`src/rtl/impact_sram_io_ctrl.sv`:
```
// Pad-side command front end for the IMPACT SRAM banks.
// Optional write-data truncation is enabled by defining IMPACT_TRUNC_EN.
module impact_sram_io_ctrl #(
  parameter int READ_LAT    = 1,
  parameter int SYNC_STAGES = 2
) (
  input  logic         clk,
  input  logic         rst,
  input  logic [7:0]   data_in,
  input  logic [9:0]   word_select,
  input  logic [1:0]   bank_select,
  input  logic [1:0]   byte_select,
  input  logic         write_enable,
  input  logic         read_enable,
  input  logic [3:0]   trunc_select,
  output logic [3:0]   sram_csb,
  output logic         sram_web,
  output logic [3:0]   sram_wmask,
  output logic [9:0]   sram_addr,
  output logic [31:0]  sram_din,
  input  logic [127:0] sram_dout,
  output logic [7:0]   data_out,
  output logic [37:0]  io_oeb,
  output logic         busy,
  output logic [7:0]   overrun_cnt
);

  typedef enum logic [2:0] {
    IDLE, WRITE, READ, RWAIT, DONE
  } state_e;

  localparam int PW = 28;
  localparam logic [1:0] RLAST = 2'(READ_LAT - 1);

  state_e state_q, state_d;

  logic [SYNC_STAGES-1:0][PW-1:0] sync_q;
  logic [PW-1:0] pad_w, s_w;
  logic          s_we, s_re, s_we_d_q, s_re_d_q;
  logic          we_rise, re_rise;
  logic [7:0]    s_data;
  logic [9:0]    s_word;
  logic [1:0]    s_bank, s_byte;
  logic [3:0]    s_trunc;
  logic [7:0]    wbyte;

  logic [9:0]  addr_q, addr_d;
  logic [31:0] din_q, din_d;
  logic [3:0]  wmask_q, wmask_d;
  logic [1:0]  bank_q, bank_d;
  logic [1:0]  byte_q, byte_d;
  logic [7:0]  dout_q, dout_d;
  logic [7:0]  ovr_q, ovr_d;
  logic [1:0]  rcnt_q, rcnt_d;
  logic        drop;
  logic [6:0]  rsel;

  assign pad_w = {trunc_select, data_in, word_select,
                  bank_select, byte_select,
                  read_enable, write_enable};

  always_ff @(posedge clk or posedge rst) begin
    if (rst) begin
      sync_q <= '0;
    end else begin
      sync_q[0] <= pad_w;
      for (int i = 1; i < SYNC_STAGES; i++)
        sync_q[i] <= sync_q[i-1];
    end
  end

  assign s_w = sync_q[SYNC_STAGES-1];
  assign {s_trunc, s_data, s_word, s_bank, s_byte, s_re, s_we} = s_w;

  assign we_rise = s_we & ~s_we_d_q;
  assign re_rise = s_re & ~s_re_d_q;

`ifdef IMPACT_TRUNC_EN
  // trunc_select >= 8 clears the whole byte
  assign wbyte = s_trunc[3] ? 8'h00
               : (s_data & (8'hFF << s_trunc[2:0]));
`else
  assign wbyte = s_data;
`endif

  assign rsel = {bank_q, byte_q, 3'b000};

  always_comb begin
    state_d = state_q;
    addr_d  = addr_q;
    din_d   = din_q;
    wmask_d = wmask_q;
    bank_d  = bank_q;
    byte_d  = byte_q;
    dout_d  = dout_q;
    rcnt_d  = rcnt_q;
    drop    = 1'b0;
    unique case (state_q)
      IDLE: begin
        if (we_rise && re_rise) begin
          drop = 1'b1;
        end else if (we_rise) begin
          addr_d  = s_word;
          bank_d  = s_bank;
          byte_d  = s_byte;
          din_d   = {4{wbyte}};
          wmask_d = 4'b0001 << s_byte;
          state_d = WRITE;
        end else if (re_rise) begin
          addr_d  = s_word;
          bank_d  = s_bank;
          byte_d  = s_byte;
          state_d = READ;
        end
      end
      WRITE: state_d = DONE;
      READ: begin
        rcnt_d  = 2'd0;
        state_d = RWAIT;
      end
      RWAIT: begin
        if (rcnt_q == RLAST) begin
          dout_d  = sram_dout[rsel +: 8];
          state_d = DONE;
        end else begin
          rcnt_d = rcnt_q + 2'd1;
        end
      end
      DONE: state_d = IDLE;
      default: state_d = IDLE;
    endcase
    if (state_q != IDLE && (we_rise || re_rise))
      drop = 1'b1;
    ovr_d = (drop && ovr_q != 8'hFF) ? ovr_q + 8'd1 : ovr_q;
  end

  always_ff @(posedge clk or posedge rst) begin
    if (rst) begin
      state_q  <= IDLE;
      s_we_d_q <= 1'b0;
      s_re_d_q <= 1'b0;
      addr_q   <= '0;
      din_q    <= '0;
      wmask_q  <= '0;
      bank_q   <= '0;
      byte_q   <= '0;
      dout_q   <= '0;
      ovr_q    <= '0;
      rcnt_q   <= '0;
    end else begin
      state_q  <= state_d;
      s_we_d_q <= s_we;
      s_re_d_q <= s_re;
      addr_q   <= addr_d;
      din_q    <= din_d;
      wmask_q  <= wmask_d;
      bank_q   <= bank_d;
      byte_q   <= byte_d;
      dout_q   <= dout_d;
      ovr_q    <= ovr_d;
      rcnt_q   <= rcnt_d;
    end
  end

  // Strobes decode from the async-reset state so reset releases csb at once
  always_comb begin
    sram_csb = 4'hF;
    sram_web = 1'b1;
    if (state_q == WRITE) begin
      sram_csb[bank_q] = 1'b0;
      sram_web         = 1'b0;
    end else if (state_q == READ) begin
      sram_csb[bank_q] = 1'b0;
    end
  end

  assign sram_wmask  = wmask_q;
  assign sram_addr   = addr_q;
  assign sram_din    = din_q;
  assign data_out    = dout_q;
  assign busy        = (state_q != IDLE);
  assign overrun_cnt = ovr_q;
  assign io_oeb      = {22'h3FFFFF, 8'h00, 8'hFF};

endmodule
```
`config.mk`:
```
export PLATFORM = sky130hd
export DESIGN_NAME = impact_sram_io_ctrl
export DESIGN_NICKNAME = d
export VERILOG_FILES = /design/src/rtl/impact_sram_io_ctrl.sv
export SDC_FILE = /design/constraint.sdc
export NUM_CORES = 1
export LEC_CHECK = 0
export CAP_MARGIN = 20
export CORE_ASPECT_RATIO = 0.9
export CORE_MARGIN = 2
export CORE_UTILIZATION = 34
export DETAILED_ROUTE_END_ITERATION = 10
export HOLD_SLACK_MARGIN = 0.08
export PLACE_DENSITY = 0.74
export SYNTH_ARGS = -nofsm -noshare
export SYNTH_HDL_FRONTEND = slang
export SYNTH_SLANG_ARGS = --single-unit
```
`constraint.sdc`:
```
create_clock -name clk -period 3.3 [get_ports clk]
set_input_delay 0.66 -clock clk [delete_from_list [all_inputs] [get_ports clk]]
set_output_delay 0.66 -clock clk [all_outputs]
set_load 0.02 [all_outputs]
```
* After elaboration in Yosys (flattened, before gate mapping) *
Cells that the tools add are included.

word-level totals
  bits in registers = 121

cells by class
  add/sub/neg operators = 2
  order comparisons = 2
  equality and inequality tests = 8
  shift operators = 2
  mux-type cells = 21
  bitwise gates (word level) = 6
  reduce and logical (&&, ||, !) cells = 15

operator list
  kind                                                                   count
  128-bit by 8-bit variable part select with 8-bit output                1
  10-bit two-way mux                                                     2
  3-bit two-way mux                                                      4
  3-bit one-hot mux with 4 select lines                                  1
  2-bit two-way mux                                                      5
  3-bit AND reduction                                                    3
  8-bit by 1-bit adder with 8-bit output, second input constant          1
  4-bit two-way mux                                                      2
  8-bit != test, second input constant                                   1
  3-bit by 2-bit equality test with 1-bit output, second input constant  2
  2-bit != test, second input constant                                   3
  1-bit two-way mux                                                      5
  1-bit logical AND                                                      4
  4-bit NOT                                                              1
  2-bit one-hot mux with 2 select lines                                  1
  2-bit AND reduction                                                    2
  2-bit nonzero test                                                     2
  1-bit by 2-bit left shift with 4-bit output, first input constant      1
  3-bit by 1-bit equality test with 1-bit output, second input constant  1
  3-bit logical NOT                                                      1
  2-bit by 3-bit < comparator with 1-bit output, second input constant   1
  3-bit != test, second input constant                                   1
  1-bit NOT                                                              3
  3-bit nonzero test                                                     1
  6 further kinds                                                        7

* Longest topological paths before layout *
Gate-level depths: netlist of run 1.

  depth after elaboration = 7
  mapped depth = 7

* Worst setup path after synthesis of run 1 *
Ideal clock, no wire load.

  path kind = register to output
  from = reg bank_q[1]
  to = out sram_csb[1]
  arrival = 1.034 ns
  data required time = 2.640 ns
  path slack = 1.606 ns
  stages on the path, launching flop included = 5
  path through = dfrtp_1 > buf_2 > buf_2 > nor2b_1 > nand2_1

between the ends
  cells in the longest elaborated chain, start to end = 7
  elaborated cells between the ends (all ways) = 8

ends and longest elaborated chain
  what                                                                                                                                   line      text
  from (decl)                                                                                                                            50        logic [1:0] bank_q, bank_d;
  from (signal assigned)                                                                                                                 157       bank_q <= bank_d;
  2-bit by 3-bit < comparator with 1-bit output (not written as such) or 2-bit by 1-bit >= comparator with 1-bit output (tied branches)  170, 173
  1-bit logical AND (not written as such)                                                                                                170, 173
  1-bit two-way mux (not written as such)                                                                                                170, 173
  1-bit demux with 2-bit select *                                                                                                        170, 173
  4-bit NOT (no source line) *                                                                                                           --
  4-bit two-way mux                                                                                                                      172       end else if (state_q == READ) begin
  4-bit two-way mux *                                                                                                                    169       if (state_q == WRITE) begin
  to (decl)                                                                                                                              16        output logic [3:0] sram_csb,

Mark *: on every way between the ends. The rest lies on a longest branch, timed or not.

* Final worst setup path of run 1 *
  from = reg bank_q[0]
  to = out sram_csb[1]

Same word-level chain as after synthesis.

==> flow_summary.json, run 1 <==
{
  "crit_start": "bank_q[0]",
  "whs_path_depth": 0,
  "areaGrowthSynthToFinish_pct": 47.3,
  "routed_wl_um": 12500,
  "synth_commonest_cells": "dfrtp_1 (97), buf_4 (70), mux2i_1 (42)",
  "relSlewSlack_pct": 40.5,
  "gr-usage-met2_pct": 29.0,
  "max_cap_violations": 0,
  "synth_most_common_cell": "dfrtp_1",
  "max_freq_ghz": 0.375,
  "placed_cells": 779,
  "die_w_um": 131,
  "crit_type": "reg2out",
  "synthFlopType": "dfrtp_1",
  "ff2ff_setup_slack_ps": 1060,
  "core-area_sq_um": 14100,
  "post_cts_resized": 0,
  "rsz0062_at_grt": "no",
  "min-delay-start": "sync_q[19]",
  "final_core_util_pct": 51.4,
  "num_antenna_cells": 0,
  "grt_max_degree": 58,
  "avgSynthCellArea_sq_um": 12.0,
  "cp-end-kind": "primary output",
  "htree_levels": 3,
  "initial_core_util_pct": 34.9,
  "fin_hold_ws_ps": 344,
  "worst_pin_slew_ps": 893,
  "grt_pass1_vias": 3797,
  "routedWlPerCell_um": 15.7,
  "cts_made_buffers": 9,
  "synth_top_area_share_pct": 49.5,
  "cts.sinks": 97,
  "cts_setup_buffers": 0,
  "crit_arrival_ps": 2010,
  "vias": 3637,
  "finalPower_mw": 5.87,
  "top_usage_layer": "met2",
  "multiInputGateArea_sq_um": 1990,
  "drt_iter0_markers": 141,
  "finalSetupViolCount": 0,
  "yosys.area.top_type": "dfrtp_1",
  "drive_gt1_share_pct": 10.8,
  "fp-row-count": 41,
  "hold_buffers": 0,
  "r2r_end": "data_out[0]",
  "cts_root_buf": "clkbuf_16",
  "dpl.hpwl_um": 9820,
  "die_area_sq_um": 15400,
  "drt_first_pass_iters": 4,
  "antenna_found_initial": 0,
  "grt_overflow": 0,
  "period_share_pct": 80.9,
  "power.leakage_nw": 3.02,
  "finalSetupTns_ps": 0,
  "syn_area_sq_um": 4900,
  "regArea_sq_um": 2430,
  "cp-start-kind": "flop",
  "met3_usage_pct": 4.41,
  "hold_viol": 0,
  "ir_worst_vdd_uv": 506,
  "clk_latency_ps": 340,
  "min_path_type": "reg2reg",
  "ys_warn_count": 0,
  "use_met1_pct": 18.2,
  "nets": 760,
  "synth_edf_count": 0,
  "grt_use_total_pct": 15.9,
  "slew_violations": 0,
  "status": "finished clean",
  "synth_cell_type_count": 48,
  "postRouteAntennaNets": 0,
  "drt_drc_violations_left": 0,
  "via_per_inst": 4.57,
  "cp.required_ps": 2640,
  "cp_max_fo": 21,
  "tritoncts": "done",
  "die_h_um": 118,
  "synth.area.top_cells": "dfrtp_1 (50%), buf_4 (11%), mux2i_1 (8.6%)",
  "syn_inst": 408,
  "yosysSeqAreaShare_pct": 49.5,
  "gp_congestion": 0.796,
  "ys_ff_latch": 97,
  "place.port_buffers": 221,
  "grt_pass1_wl_um": 19200,
  "r2r_cells": 4,
  "fin_skew_ps": 7.27,
  "pin_count": 264,
  "min_to": "s_w[19]",
  "fin_cells": 795,
  "async_flop_share_pct": 100,
  "clockBufferDepth": 2,
  "rr_startpoint": "byte_q[1]",
  "clk_pin_slew_ps": 70,
  "p_per_area_nw_per_um2": 813,
  "post-route-min-period_ps": 2670,
  "fillers": 1261
}
-- routing by layer --
metal  wire length [um]  vias up  share of wire (%)
met1               4890     1765                 39
met5                  0        -                  0
met2               6530      139                 52
li1                   -     1719                  -
met4                128        0                1.0
met3                980       14                7.8
-- registers in the layout, indices dropped and copies added, names as in the netlist, 2 cells and up --
name and flops:
sram_addr 10, sram_wmask 4, bank_q 2, byte_q 2, s_w 24, data_out 8, sync_q 24, rcnt_q 2
state_q 3, overrun_cnt 8, sram_din 8
-- placed cells by master (no fill, tap or decap), types with 11 or more instances in the layout --
cell type,synthesis,layout
clkdlybuf4s50_1,0,221
dfrtp_1,97,96
mux2i_1,42,42
conb_1,2,38
mux2_2,22,22
nor2_1,19,19
o22ai_1,15,15
nand3_1,14,14
nand2_1,13,13
mux4_2,11,11
-- worst max-delay path, cell delays in order (launching register included) --
cell and delay, ps:
dfrtp_1 750, nor2b_1 270, nand2_1 90, clkdlybuf4s50_1 560
-- how the worst max path moves through the flow --
stage	to	slack (ps)	depth (start not counted)
6_report	sram_csb[1]	630	3
5_1_grt	sram_csb[1]	510	3
4_1_cts	sram_csb[1]	620	3
3_5_place_dp	sram_csb[1]	1010	3
3_3_place_gp	sram_csb[1]	1050	3
2_1_floorplan	bank_q[0]	110	1
-- kinds of logic after synthesis --
family	count (synthesis)	share of synthesized area, %
AOI/OAI and AO/OA	52	7.20
other	2	0.153
xor gates and xnor gates	8	1.43
buffers and inverters	90	12.8
adders and majority gates	5	1.28
DFF	97	49.5
and+or+nand+nor	78	8.78
muxes	76	18.9
-- final cells by class --
cell class,count,share of cell area (%)
tap,193,3.34
clock inverter,6,0.676
sequential,97,33.6
clock buffer,10,3.17
multi-input combinational,257,27.5
inverter,6,0.347
timing repair buffer,226,31.3
-- per-stage QoR --
step                      cell area [sq um]  worst slack (ps)
after floorplan                        5040               106
after global routing                   7220               508
after CTS                              7220               621
after global placement                 6940              1050
final                                  7220               631
after detailed placement               6940              1010
-- report_power, final --
group	leakage [nW]	total [mW]	switching, mW	internal, mW
Sequential	1.15	1.90	0.422	1.48
Clock	0.131	0.974	0.454	0.521
Combinational	1.74	2.99	1.43	1.56
Total	3.02	5.87	2.31	3.56
Power figures use the tool's default switching activity.
==> run 2, diff against run 1 <==
--- a/config.mk
+++ b/config.mk
@@ -11,7 +11,7 @@
 export CORE_UTILIZATION = 34
 export DETAILED_ROUTE_END_ITERATION = 10
 export HOLD_SLACK_MARGIN = 0.08
-export PLACE_DENSITY = 0.74
+export PLACE_DENSITY = 0.71
 export SYNTH_ARGS = -nofsm -noshare
 export SYNTH_HDL_FRONTEND = slang
 export SYNTH_SLANG_ARGS = --single-unit
==> constraint.sdc (replaced) <==
create_clock -name clk -period 2.48 [get_ports clk]
set_input_delay 0.496 -clock clk [delete_from_list [all_inputs] [get_ports clk]]
set_output_delay 0.496 -clock clk [all_outputs]
set_load 0.02 [all_outputs]
==> run 2 against run 1 <==
Utilization grew 0.70 points. Sequential power grew 26%. Sequential share of layout area shrank 0.45 points. First-iteration DRC count shrank 0.71%. Flip-flop and latch count is the same. Total power grew 36%.
==> flow_summary.json, run 2 (same netlist as run 1, synthesis figures left out) <==
{
  "drt_first_pass_iters": 4,
  "layout_commonest_cell": "clkdlybuf4s50_1",
  "finalSetupTns_ps": 0,
  "postRouteAntennaNets": 0,
  "final_cell_mix": "clkdlybuf4s50_1 (221), dfrtp_1 (96), mux2i_1 (42), conb_1 (38), mux2_2 (22)",
  "grt_max_degree": 60,
  "internal-power_mw": 4.94,
  "areaGrowthSynthToFinish_pct": 49.3,
  "regArea_sq_um": 2430,
  "post-route-min-period_ps": 2360,
  "crit_family": "buffers and inverters",
  "switchingPower_mw": 3.06,
  "max_freq_ghz": 0.424,
  "routedWlPerCell_um": 15.5,
  "nets": 764,
  "crit_buf_inv": 1,
  "dpl.hpwl_um": 9800,
  "wl_met1_um": 4850,
  "finalPower_mw": 8.00,
  "gp_congestion": 0.751,
  "critPathMaxStageDelay_ps": 560,
  "netSwitchingFraction_pct": 38.2,
  "path_cells": "xnor2_2, nor2_2, nand3_1, clkdlybuf4s50_1",
  "grt_overflow": 0,
  "cp-start-kind": "flop",
  "antenna_found_initial": 0,
  "power_frac_comb_pct": 52.3,
  "crit_type": "reg2out",
  "ff2ff_setup_slack_ps": 530,
  "clk_pin_slew_ps": 70,
  "grt_use_total_pct": 16.1,
  "fp-row-count": 41,
  "p_per_area_nw_per_um2": 1090,
  "multiInputGateArea_sq_um": 2000,
  "drive_gt1_share_pct": 11.9,
  "via_per_inst": 4.58,
  "fillers": 1244,
  "htree_levels": 3,
  "max_cap_violations": 0,
  "hold_viol": 0,
  "cts_setup_buffers": 0,
  "min_path_type": "reg2reg",
  "grt_pass1_vias": 3832,
  "die_w_um": 131,
  "cts_root_buf": "clkbuf_16",
  "cts.sinks": 97,
  "finalSetupViolCount": 0,
  "tritoncts": "done",
  "relSlewSlack_pct": 59.8,
  "placed_cells": 783,
  "slew_violations": 0,
  "fin_skew_ps": 6.14,
  "top_layer_used": "met4",
  "cp.required_ps": 1980,
  "wl_met2_um": 6510,
  "routed_wl_um": 12400,
  "clockBufferDepth": 2,
  "status": "finished clean",
  "grt_pass1_wl_um": 19300,
  "core-area_sq_um": 14100,
  "fin_cells": 799,
  "drt_iter0_markers": 140,
  "ir_worst_vdd_uv": 696,
  "fin_hold_ws_ps": 349,
  "cp_max_fo": 9,
  "crit_arrival_ps": 1860,
  "num_antenna_cells": 0,
  "slowest_stage": "clkdlybuf4s50_1",
  "clkPwrFrac_pct": 17.8,
  "cp-end-kind": "primary output",
  "drt_drc_violations_left": 0,
  "p_seq_share_pct": 30.0,
  "die_h_um": 118,
  "place.port_buffers": 221,
  "clk_latency_ps": 340,
  "vias": 3659,
  "final_core_util_pct": 52.1,
  "die_area_sq_um": 15400,
  "pin_count": 264,
  "initial_core_util_pct": 34.9,
  "worst_pin_slew_ps": 602,
  "dr_wl_met3_um": 932,
  "power.leakage_nw": 3.06,
  "cts_made_buffers": 9,
  "period_share_pct": 95.0,
  "rsz0062_at_grt": "no"
}
## run 2: cell types whose count changed in the layout (fill, tap and decap cells not counted), sizes merged
| cell | before | now |
|---|---|---|
| buf | 5 | 9 |
| bufinv | 0 | 1 |
| inv | 9 | 8 |
## run 2: timing repair
item / 4_1_cts / 5_1_grt
hold buffers: 0 / 0
gates resized for setup: 0 / 2
setup endpoints to repair: 0 / 4
## run 2: power by group through the flow
stage,combinational [mW],clock (mW),sequential [mW]
after floorplan,2.59,0,2.61
after global placement,4.16,0,2.41
after detailed placement,4.20,0,2.43
after CTS,4.22,1.49,2.40
after global routing,4.48,1.54,2.49
final,4.18,1.42,2.40
## run 2: worst register-to-register path, delay by kind of cell (launching register included)
family	cells	cell delay (ps)
adder cells (fa/ha/maj)	1	300
buffers and inverters	1	260
flip-flops	1	340
multiplexers	1	350
AND/OR/NAND/NOR	2	590
## run 2: worst paths after layout
check | startpoint | to | depth (start not counted)
max | state_q[0] | sram_csb[3] | 4
min | sync_q[13] | s_w[13] | 0
max reg2reg | s_w[0] | sram_addr[2] | 5
min reg2reg | sync_q[13] | s_w[13] | 0
max in group asynchronous | rst | sync_q[20] | 3
min in group asynchronous | rst | sram_din[27] | 2
## run 2: per-layer routing
metal,vias to the layer above,track usage (%)
met5,-,0
met3,8,4.73
met2,143,29.4
met4,0,3.59
li1,1730,-
met1,1778,18.2
## run 2: layout make-up
cell class / count / share of cell area [%]
Sequential cell: 97 / 33.2
Inverter: 6 / 0.359
Multi-Input combinational cell: 257 / 27.3
Timing Repair Buffer: 230 / 31.7
Clock buffer: 10 / 3.26
Tap cell: 193 / 3.30
Clock inverter: 6 / 0.974
## run 2: stage by stage
stage	instance area (sq um)	worst slack, ps
final	7320	123
after global routing	7320	2.60
after CTS	7310	55.9
after detailed placement	7000	441
after global placement	7000	459
after floorplan	5040	791
==> run 3, diff against run 2 <==
--- a/config.mk
+++ b/config.mk
@@ -6,10 +6,11 @@
 export NUM_CORES = 1
 export LEC_CHECK = 0
 export CAP_MARGIN = 20
-export CORE_ASPECT_RATIO = 0.9
+export CORE_ASPECT_RATIO = 1.1
 export CORE_MARGIN = 2
 export CORE_UTILIZATION = 34
 export DETAILED_ROUTE_END_ITERATION = 10
+export GPL_TIMING_DRIVEN = 1
 export HOLD_SLACK_MARGIN = 0.08
 export PLACE_DENSITY = 0.71
 export SYNTH_ARGS = -nofsm -noshare
==> run 3 against run 2 <==
Total power shrank 1.8%. Register-to-register slack improved by 60 ps. Fmax rose by 1.2%. Non-clock buffer count is 2 lower. Global-route usage shrank 0.65 points. Clock-buffer cell count up 2. Clock skew down 0.53 ps. Utilization is 1.2 points lower. Combinational power about the same.
==> flow_summary.json, run 3 (same netlist as run 1, synthesis figures left out) <==
{
  "clk_pin_slew_ps": 60,
  "crit_arrival_ps": 1830,
  "post-route-min-period_ps": 2330,
  "grt_max_degree": 98,
  "clk_latency_ps": 330,
  "finalSetupViolCount": 0,
  "min_path_type": "reg2reg",
  "htree_levels": 3,
  "place.port_buffers": 221,
  "fin_skew_ps": 5.61,
  "die_h_um": 130,
  "areaGrowthSynthToFinish_pct": 48.0,
  "p_per_area_nw_per_um2": 1080,
  "die_w_um": 119,
  "placed_cells": 780,
  "cp.required_ps": 1980,
  "max_freq_ghz": 0.429,
  "relSlewSlack_pct": 60.4,
  "critPathMaxStageDelay_ps": 560,
  "cp-end-kind": "primary output",
  "path_cells": "xnor2_1, nor2_2, nand3_1, clkdlybuf4s50_1",
  "final_cell_mix": "clkdlybuf4s50_1 (221), dfrtp_1 (96), mux2i_1 (42), conb_1 (38), mux2_2 (22)",
  "dpl.hpwl_um": 9500,
  "fillers": 1297,
  "clkPwrFrac_pct": 16.0,
  "core-area_sq_um": 14300,
  "grt_pass1_wl_um": 18900,
  "ir_worst_vdd_uv": 632,
  "whs_path_depth": 0,
  "finalSetupTns_ps": 0,
  "vias": 3674,
  "status": "finished clean",
  "grt_use_total_pct": 15.4,
  "netSwitchingFraction_pct": 38.7,
  "min-delay-start": "sync_q[5]",
  "fin_cells": 795,
  "num_antenna_cells": 0,
  "fin_hold_ws_ps": 348,
  "via_per_inst": 4.62,
  "gp_congestion": 0.835,
  "cp_max_fo": 10,
  "slowest_stage": "clkdlybuf4s50_1",
  "p_seq_share_pct": 30.5,
  "slew_violations": 0,
  "grt_pass1_vias": 3670,
  "internal-power_mw": 4.81,
  "die_area_sq_um": 15400,
  "hold_buffers": 0,
  "crit_family": "buffers and inverters",
  "grt_overflow": 0,
  "initial_core_util_pct": 34.4,
  "drt_drc_violations_left": 0,
  "r2r_cells": 3,
  "postRouteAntennaNets": 0,
  "crit_buf_inv": 1,
  "power_frac_comb_pct": 53.4,
  "max_cap_violations": 0,
  "cp-start-kind": "flop",
  "tritoncts": "done",
  "min_to": "s_w[5]",
  "routed_wl_um": 12400,
  "cts_root_buf": "clkbuf_16",
  "drive_gt1_share_pct": 10.9,
  "worst_pin_slew_ps": 593,
  "finalPower_mw": 7.86,
  "switchingPower_mw": 3.04,
  "dp_slack_ps": 384,
  "ff2ff_setup_slack_ps": 590,
  "cts_made_buffers": 9,
  "rsz0062_at_grt": "no",
  "crit_type": "reg2out",
  "routedWlPerCell_um": 15.6,
  "fp-row-count": 46,
  "nets": 762,
  "cts.sinks": 97,
  "rr_startpoint": "byte_q[0]",
  "hold_viol": 0,
  "r2r_end": "data_out[4]",
  "antenna_found_initial": 0,
  "layout_commonest_cell": "clkdlybuf4s50_1",
  "drt_first_pass_iters": 4,
  "period_share_pct": 93.9,
  "clockBufferDepth": 2,
  "setup_ws_ps": 151,
  "drt_iter0_markers": 147,
  "pin_count": 264,
  "power.leakage_nw": 3.03
}
==> run 3: cell count changes in the layout (fill, tap and decap cells not counted) <==
cell       before  now
buf_4           6    4
bufinv_16       1    0
clkbuf_1        0    2
clkinv_2        1    0
clkinv_4        0    1
inv_6           2    1
inv_8           1    0
xnor2_1         0    1
xnor2_2         1    0
==> run 3: worst max path at each step <==
stage                    start        endpoint  depth (start not counted)
global route        state_q[1]     sram_csb[3]                          4
global placement    state_q[1]     sram_csb[3]                          4
detailed placement  state_q[1]     sram_csb[3]                          4
CTS                 state_q[1]     sram_csb[3]                          4
floorplan             s_we_d_q  overrun_cnt[1]                          7
finish              state_q[1]     sram_csb[3]                          4
==> run 3: layout make-up <==
type | instances | area, sq um | share of cell area [%]
Tap cell | 192 | 240 | 3.31
Clock buffer | 12 | 246 | 3.40
Clock inverter | 3 | 25.0 | 0.345
Timing Repair Buffer | 228 | 2300 | 31.7
Multi-Input combinational cell | 257 | 1990 | 27.4
Inverter | 6 | 26.3 | 0.362
Sequential cell | 97 | 2430 | 33.5
==> run 3: power by group through the flow <==
stage | logic (mW) | registers, mW | clock network, mW
finish | 4.20 | 2.40 | 1.26
global route | 4.49 | 2.48 | 1.39
CTS | 4.24 | 2.42 | 1.31
detailed placement | 4.23 | 2.44 | 0
global placement | 4.18 | 2.41 | 0
floorplan | 2.59 | 2.61 | 0
==> run 3: layer usage <==
metal / global-route usage, % / share of wire, % / vias to the layer above
met2: 27.8 / 52 / 163
li1: - / - / 1720
met1: 18.0 / 39 / 1781
met4: 2.94 / 0.93 / 0
met5: 0 / 0 / -
met3: 5.38 / 8.5 / 10
==> run 3: stage by stage <==
step / area [sq um] / utilization, %
floorplan: 5040 / -
global placement: 6980 / 48.9
detailed placement: 6980 / 48.9
CTS: 7250 / 50.8
global route: 7260 / 50.8
finish: 7260 / 50.8
==> run 3: what timing repair did <==
action | in CTS | in global routing
gates resized for setup | 0 | 1
setup endpoints to repair | 0 | 4
buffers inserted | 0 | 0
